[config.mk]
export PLATFORM = sky130hd
export DESIGN_NAME = instr_sequencer_flat
export DESIGN_NICKNAME = d
export VERILOG_FILES = /design/src/rtl/instr_sequencer_if.sv /design/src/rtl/instr_sequencer.sv /design/src/flat_wrapper.sv
export SDC_FILE = /design/constraint.sdc
export NUM_CORES = 1
export LEC_CHECK = 0
export CAP_MARGIN = 30
export CORE_MARGIN = 3
export CORE_UTILIZATION = 25
export DETAILED_ROUTE_END_ITERATION = 7
export PLACE_DENSITY_LB_ADDON = 0.15
export SLEW_MARGIN = 20
export SYNTH_ARGS = -nofsm -noshare
export SYNTH_HDL_FRONTEND = slang
export SYNTH_SLANG_ARGS = --single-unit
[constraint.sdc]
create_clock -name clk -period 3.2 [get_ports clk]
set_clock_uncertainty 0.05 [all_clocks]
set_input_delay 0.48 -clock clk [delete_from_list [all_inputs] [get_ports clk]]
set_output_delay 0.48 -clock clk [all_outputs]
set_load 0.005 [all_outputs]
[src/rtl/instr_sequencer_if.sv]
// Handshake and control bundle between the sequencer, decoder, memories and datapath.
// Pure wiring, no latency of its own.
// Readies come from the memories; requests hold until the matching ready (or a fault) arrives.
interface instr_sequencer_if #(
   parameter int CNT_W = 16
);
   // decoder / control inputs to the sequencer
   logic             start;
   logic [5:0]       opcode;
   logic [1:0]       reg_write;
   logic             dmem_enable;
   logic             dmem_write_enable;
   logic [4:0]       br_op;
   logic             imem_ready;
   logic             dmem_ready;
   // strobes and status from the sequencer
   logic             imem_req;
   logic             ir_write;
   logic             alu_en;
   logic             flag_write;
   logic             dmem_req;
   logic             dmem_we;
   logic             rf_write;
   logic             pc_write;
   logic [2:0]       state;
   logic             halted;
   logic             fault;
   logic [CNT_W-1:0] instr_count;

   modport master (
      input  start, opcode, reg_write, dmem_enable, dmem_write_enable, br_op,
             imem_ready, dmem_ready,
      output imem_req, ir_write, alu_en, flag_write, dmem_req, dmem_we,
             rf_write, pc_write, state, halted, fault, instr_count
   );

   modport slave (
      output start, opcode, reg_write, dmem_enable, dmem_write_enable, br_op,
             imem_ready, dmem_ready,
      input  imem_req, ir_write, alu_en, flag_write, dmem_req, dmem_we,
             rf_write, pc_write, state, halted, fault, instr_count
   );
endinterface

[src/rtl/instr_sequencer.sv]
// Multi-cycle FETCH/DECODE/EXEC/MEM/WB sequencer for the KGP mini-RISC core.
// Strobes are combinational from the registered state and same-cycle inputs; 3-5 cycles per instruction.
// Memory requests hold until ready; TIMEOUT wait cycles without ready halts with fault set.
module instr_sequencer #(
   parameter int         TIMEOUT     = 16,
   parameter logic [5:0] HALT_OPCODE = 6'd63,
   parameter int         CNT_W       = 16
) (
   input  logic                  clk,
   input  logic                  rst,
   instr_sequencer_if.master     bus
);

   typedef enum logic [2:0] {
      IDLE   = 3'd0,
      FETCH  = 3'd1,
      DECODE = 3'd2,
      EXEC   = 3'd3,
      MEM    = 3'd4,
      WB     = 3'd5,
      HALT   = 3'd6
   } state_t;

   localparam int              WC_W      = $clog2(TIMEOUT) + 1;
   localparam logic [WC_W-1:0] WAIT_LAST = WC_W'(TIMEOUT - 1);

   state_t           state_q;
   logic [WC_W-1:0]  wait_cnt;
   logic             fault_q;
   logic [CNT_W-1:0] count_q;

   logic imem_req, ir_write, alu_en, flag_write;
   logic dmem_req, dmem_we, rf_write, pc_write;

   // Strobe decode from current state plus this cycle's decoder fields and readies
   always_comb begin
      imem_req   = 1'b0;
      ir_write   = 1'b0;
      alu_en     = 1'b0;
      flag_write = 1'b0;
      dmem_req   = 1'b0;
      dmem_we    = 1'b0;
      rf_write   = 1'b0;
      pc_write   = 1'b0;
      case (state_q)
         FETCH: begin
            imem_req = 1'b1;
            ir_write = bus.imem_ready;
         end
         EXEC: begin
            alu_en     = 1'b1;
            // only plain ALU ops touch carry/zero; branches and link do not
            flag_write = (bus.reg_write == 2'b01) && (bus.br_op == 5'd0);
            // nothing left to do after EXEC: branches, nop and invalid retire here
            pc_write   = !bus.dmem_enable && (bus.reg_write == 2'b00);
         end
         MEM: begin
            dmem_req = 1'b1;
            dmem_we  = bus.dmem_write_enable;
            // loads retire in WB, everything else retires on the ready cycle
            pc_write = bus.dmem_ready && (bus.reg_write != 2'b10);
         end
         WB: begin
            rf_write = 1'b1;
            pc_write = 1'b1;
         end
         default: ;
      endcase
   end

   // State transitions, memory wait timeout, fault latch and retire counter
   always_ff @(posedge clk) begin
      if (rst) begin
         state_q  <= IDLE;
         wait_cnt <= '0;
         fault_q  <= 1'b0;
         count_q  <= '0;
      end else begin
         case (state_q)
            IDLE: begin
               if (bus.start) begin
                  state_q  <= FETCH;
                  wait_cnt <= '0;
               end
            end
            FETCH: begin
               // a ready in the last allowed wait cycle still completes the fetch
               if (bus.imem_ready) begin
                  state_q <= DECODE;
               end else if (wait_cnt == WAIT_LAST) begin
                  state_q <= HALT;
                  fault_q <= 1'b1;
               end else begin
                  wait_cnt <= wait_cnt + 1'b1;
               end
            end
            DECODE: begin
               if (bus.opcode == HALT_OPCODE) state_q <= HALT;
               else                           state_q <= EXEC;
            end
            EXEC: begin
               if (bus.dmem_enable) begin
                  state_q  <= MEM;
                  wait_cnt <= '0;
               end else if (bus.reg_write != 2'b00) begin
                  state_q <= WB;
               end else begin
                  state_q  <= FETCH;
                  wait_cnt <= '0;
               end
            end
            MEM: begin
               if (bus.dmem_ready) begin
                  if (bus.reg_write == 2'b10) begin
                     state_q <= WB;
                  end else begin
                     state_q  <= FETCH;
                     wait_cnt <= '0;
                  end
               end else if (wait_cnt == WAIT_LAST) begin
                  state_q <= HALT;
                  fault_q <= 1'b1;
               end else begin
                  wait_cnt <= wait_cnt + 1'b1;
               end
            end
            WB: begin
               state_q  <= FETCH;
               wait_cnt <= '0;
            end
            default: state_q <= HALT;  // HALT and the unused code 7 are sticky until reset
         endcase
         if (pc_write) count_q <= count_q + 1'b1;
      end
   end

   assign bus.imem_req    = imem_req;
   assign bus.ir_write    = ir_write;
   assign bus.alu_en      = alu_en;
   assign bus.flag_write  = flag_write;
   assign bus.dmem_req    = dmem_req;
   assign bus.dmem_we     = dmem_we;
   assign bus.rf_write    = rf_write;
   assign bus.pc_write    = pc_write;
   assign bus.state       = state_q;
   assign bus.halted      = state_q[2] & state_q[1];  // codes 6 and 7
   assign bus.fault       = fault_q;
   assign bus.instr_count = count_q;

endmodule

[src/flat_wrapper.sv]
// flat-port wrapper written by rule: the top's interface ports become plain ports
module instr_sequencer_flat 
#(
   parameter int         TIMEOUT     = 16,
   parameter logic [5:0] HALT_OPCODE = 6'd63,
   parameter int         CNT_W       = 16
)
  (clk, rst, bus_start, bus_opcode, bus_reg_write, bus_dmem_enable, bus_dmem_write_enable, bus_br_op, bus_imem_ready, bus_dmem_ready, bus_imem_req, bus_ir_write, bus_alu_en, bus_flag_write, bus_dmem_req, bus_dmem_we, bus_rf_write, bus_pc_write, bus_state, bus_halted, bus_fault, bus_instr_count);
  instr_sequencer_if #(.CNT_W(CNT_W)) bus_i ();
  input  logic clk;
  input  logic rst;
  input wire logic [$bits(bus_i.start)-1:0] bus_start;
  input wire logic [$bits(bus_i.opcode)-1:0] bus_opcode;
  input wire logic [$bits(bus_i.reg_write)-1:0] bus_reg_write;
  input wire logic [$bits(bus_i.dmem_enable)-1:0] bus_dmem_enable;
  input wire logic [$bits(bus_i.dmem_write_enable)-1:0] bus_dmem_write_enable;
  input wire logic [$bits(bus_i.br_op)-1:0] bus_br_op;
  input wire logic [$bits(bus_i.imem_ready)-1:0] bus_imem_ready;
  input wire logic [$bits(bus_i.dmem_ready)-1:0] bus_dmem_ready;
  output wire logic [$bits(bus_i.imem_req)-1:0] bus_imem_req;
  output wire logic [$bits(bus_i.ir_write)-1:0] bus_ir_write;
  output wire logic [$bits(bus_i.alu_en)-1:0] bus_alu_en;
  output wire logic [$bits(bus_i.flag_write)-1:0] bus_flag_write;
  output wire logic [$bits(bus_i.dmem_req)-1:0] bus_dmem_req;
  output wire logic [$bits(bus_i.dmem_we)-1:0] bus_dmem_we;
  output wire logic [$bits(bus_i.rf_write)-1:0] bus_rf_write;
  output wire logic [$bits(bus_i.pc_write)-1:0] bus_pc_write;
  output wire logic [$bits(bus_i.state)-1:0] bus_state;
  output wire logic [$bits(bus_i.halted)-1:0] bus_halted;
  output wire logic [$bits(bus_i.fault)-1:0] bus_fault;
  output wire logic [$bits(bus_i.instr_count)-1:0] bus_instr_count;
  assign bus_i.start = bus_start;
  assign bus_i.opcode = bus_opcode;
  assign bus_i.reg_write = bus_reg_write;
  assign bus_i.dmem_enable = bus_dmem_enable;
  assign bus_i.dmem_write_enable = bus_dmem_write_enable;
  assign bus_i.br_op = bus_br_op;
  assign bus_i.imem_ready = bus_imem_ready;
  assign bus_i.dmem_ready = bus_dmem_ready;
  assign bus_imem_req = bus_i.imem_req;
  assign bus_ir_write = bus_i.ir_write;
  assign bus_alu_en = bus_i.alu_en;
  assign bus_flag_write = bus_i.flag_write;
  assign bus_dmem_req = bus_i.dmem_req;
  assign bus_dmem_we = bus_i.dmem_we;
  assign bus_rf_write = bus_i.rf_write;
  assign bus_pc_write = bus_i.pc_write;
  assign bus_state = bus_i.state;
  assign bus_halted = bus_i.halted;
  assign bus_fault = bus_i.fault;
  assign bus_instr_count = bus_i.instr_count;
  instr_sequencer #(.TIMEOUT(TIMEOUT), .HALT_OPCODE(HALT_OPCODE), .CNT_W(CNT_W)) u_core (.clk(clk), .rst(rst), .bus(bus_i));
endmodule
==> results.sh <==
export IMPL_coreArea_um2=5300
export IMPL_setup_viol=0
export IMPL_synth_flop_cell="dfxtp_1"
export IMPL_p_int_uw=453
export IMPL_holdWs_ns=0.404
export IMPL_p_seq_frac=0.532
export IMPL_n_antenna_cell=0
export IMPL_grt_pass1_wl_mm=6.28
export IMPL_power_switching_uw=158
export IMPL_drive_above_1_share=0.0442
export IMPL_p_comb_frac=0.149
export IMPL_yosysTopAreaCell="dfxtp_1"
export IMPL_final_setup_tns_ns=0
export IMPL_outcome="finished clean"
export IMPL_die_x_um=81.5
export IMPL_finalPower_uw=611
export IMPL_portBuffers=48
export IMPL_grt_max_degree=30
export IMPL_cts_sinks=25
export IMPL_fin_crit_ns=2.61
export IMPL_crit_path_max_fanout=5
export IMPL_overflow=0
export IMPL_viasPerCell=4.99
export IMPL_synth_area_per_cell_um2=7.87
export IMPL_syn_instance_count=181
export IMPL_slowest_delay_ns=0.49
export IMPL_drc=0
export IMPL_fin_area_um2=2010
export IMPL_yosysSeqAreaShare=0.351
export IMPL_powerDensity_nw_per_um2=304
export IMPL_met3_usage=0.0274
export IMPL_num_nets_final=249
export IMPL_grt_pass1_vias=1331
export IMPL_yosysWarnings=0
export IMPL_power_leakage_nw=0.652
export IMPL_criticalPathCategory="primary input to output port"
export IMPL_rows=26
export IMPL_rsz0062_at_grt="false"
export IMPL_clk_pin_slew_ns=0.09
export IMPL_tritoncts="done"
export IMPL_hold_viol_final=0
export IMPL_period_share=0.816
export IMPL_worstPathCellList="clkdlybuf4s50_1 > nand2b_1 > a21o_1 > a21oi_2 > inv_1 > clkdlybuf4s50_1"
export IMPL_cts_root_buf="clkbuf_8"
export IMPL_peakVddDrop_mv=0.215
export IMPL_syn_area_um2=1420
export IMPL_ant_nets=0
export IMPL_ff_latch_area_um2=500
export IMPL_cts_buffer_depth=2
export IMPL_synth_area_leaders="dfxtp_1 35%, a21oi_1 5.6%, o31ai_1 4.7%, nor2_1 4.2%, or4_1 4.2%"
export IMPL_final_cell_mix="48 x clkdlybuf4s50_1, 25 x dfxtp_1, 16 x nor2_1, 16 x a21oi_1, 12 x nand2_1"
export IMPL_fillerInstances=547
export IMPL_drt_pass1_iter_count=4
export IMPL_cp_slowest_cell="clkdlybuf4s50_1"
export IMPL_cts_resized=0
export IMPL_synth_distinct_cells=43
export IMPL_wl_per_cell_um=13.0
export IMPL_synth_top_area_frac=0.351
export IMPL_async_flop_share=0
export IMPL_synth_edf_count=0
export IMPL_end_kind="output port"
export IMPL_initial_core_util=0.269
export IMPL_gp_congestion=0.732
export IMPL_grt_util_met2=0.185
export IMPL_hold_path_class="flop to flop"
export IMPL_numCtsBuffers=3
export IMPL_syn_nets=203
export IMPL_postCtsSetupBuffers=0
export IMPL_critPathLaunchType="primary input"
export IMPL_drt_iter0_markers=57
export IMPL_dieArea_um2=6640
export IMPL_dpl_cell_area_um2=1960
export IMPL_fmax_ghz=0.383
export IMPL_hold_buffers=0
export IMPL_sw_frac_of_total=0.259
export IMPL_synth_seq_cells=25
export IMPL_max_slew_margin=0.698
export IMPL_final_max_slew_violation_count=0
export IMPL_dp_hpwl_mm=2.87
export IMPL_cp_required_ns=2.67
export IMPL_multi_input_comb_area_um2=836
export IMPL_place_ws_ns=0.587
export IMPL_maxCapViolations=0
export IMPL_layout_commonest_cell="clkdlybuf4s50_1"
export IMPL_grt_antenna_before_repair=0
export IMPL_clock_latency_ns=0.27
export IMPL_h_tree_depth=1
export IMPL_crit_family="buffers and inverters"
export IMPL_met1_usage=0.168
export IMPL_ioPinCount=49
export IMPL_fin_ws_ns=0.588
export IMPL_arrival_ns=2.08
export IMPL_worstMarginPinSlew_ns=0.449
export IMPL_p_clk_frac=0.319
export IMPL_crit_path_frequent_cell="clkdlybuf4s50_1"
export IMPL_grt_busiest_layer="met2"
export IMPL_drt_wl_total_mm=3.84
export IMPL_vias=1477
export IMPL_critPathBufInv=3
export IMPL_die_h_um=81.5
export IMPL_areaGrowthSynthToFinish_pct=41.1
export IMPL_gr_usage_all_layers=0.119
-- final timing paths --
kind / start / endpoint / slack [ns] / cells past startpoint
worst min register to register: u_core.wait_cnt[4] / u_core.wait_cnt[4] / 0.40 / 2
worst min-delay path: u_core.wait_cnt[4] / u_core.wait_cnt[4] / 0.40 / 2
worst max register to register: u_core.bus.state[1] / u_core.bus.instr_count[13] / 1.02 / 6
worst max-delay path: bus_reg_write[0] / bus_pc_write / 0.59 / 6
-- flip-flops by register name (all words and copies together), names as in the netlist --
name	count
u_core.bus.fault	1
u_core.bus.instr_count	16
u_core.bus.state	3
u_core.wait_cnt	5
-- final cells by class --
type / instances / area share
multi-input cells: 136 / 0.416
flip-flops and latches: 25 / 0.249
repair buffers: 50 / 0.247
well taps: 70 / 0.0436
clock buffers: 3 / 0.0205
inverters: 11 / 0.0205
clock inverters: 1 / 0.00374
-- metrics by stage --
stage,utilization,instances
5_1_grt,0.379,296
6_report,0.379,296
3_3_place_gp,0.370,292
4_1_cts,0.379,296
2_1_floorplan,-,181
3_5_place_dp,0.370,292
-- synthesized netlist by cell type (2+ instances only) --
master / n
a31oi_1: 2
dfxtp_1: 25
clkbuf_1: 4
or4_1: 8
o31ai_1: 9
nor4_1: 3
nor2_1: 16
inv_1: 11
o31a_1: 2
o21ai_0: 8
o21ai_1: 2
a211oi_1: 3
a21oi_1: 16
ha_1: 2
nor3_1: 3
nand2b_1: 5
nand3_1: 8
a21o_1: 2
buf_2: 4
nand2_1: 12
and2_1: 3
or3_1: 4
nand4_1: 9
-- power groups by stage --
stage / clock network (mW) / logic, mW / registers (mW)
floorplan: 0 / 0.0489 / 0.327
global placement: 0 / 0.0908 / 0.333
detailed placement: 0 / 0.0905 / 0.332
CTS: 0.203 / 0.0911 / 0.325
global route: 0.215 / 0.101 / 0.327
finish: 0.195 / 0.0909 / 0.325
-- routing by layer --
metal	part of all wire	routed length (µm)
met1	0.50	1920
met2	0.45	1740
met3	0.036	138
met4	0.0081	31
met5	0	0
-- cells by family (layout without fill, tap and decap cells) --
kind of cell	count (synthesis)	after routing	synth area share
buffers and inverters	20	65	0.0615
and+or+nand+nor	78	78	0.299
xor gates and xnor gates	1	1	0.00615
muxes	2	2	0.0149
AOI/OAI and AO/OA	53	53	0.250
adders and majority gates	2	2	0.0176
DFF	25	25	0.351
-- worst reg2reg max path: stages (launching register included) --
cell and delay, ns:
dfxtp_1 0.56, nand3b_1 0.20, nor4_2 0.23, a21oi_2 0.09, buf_4 0.23, nor4_1 0.35, mux2_1 0.36
Power figures use the tool's default switching activity.
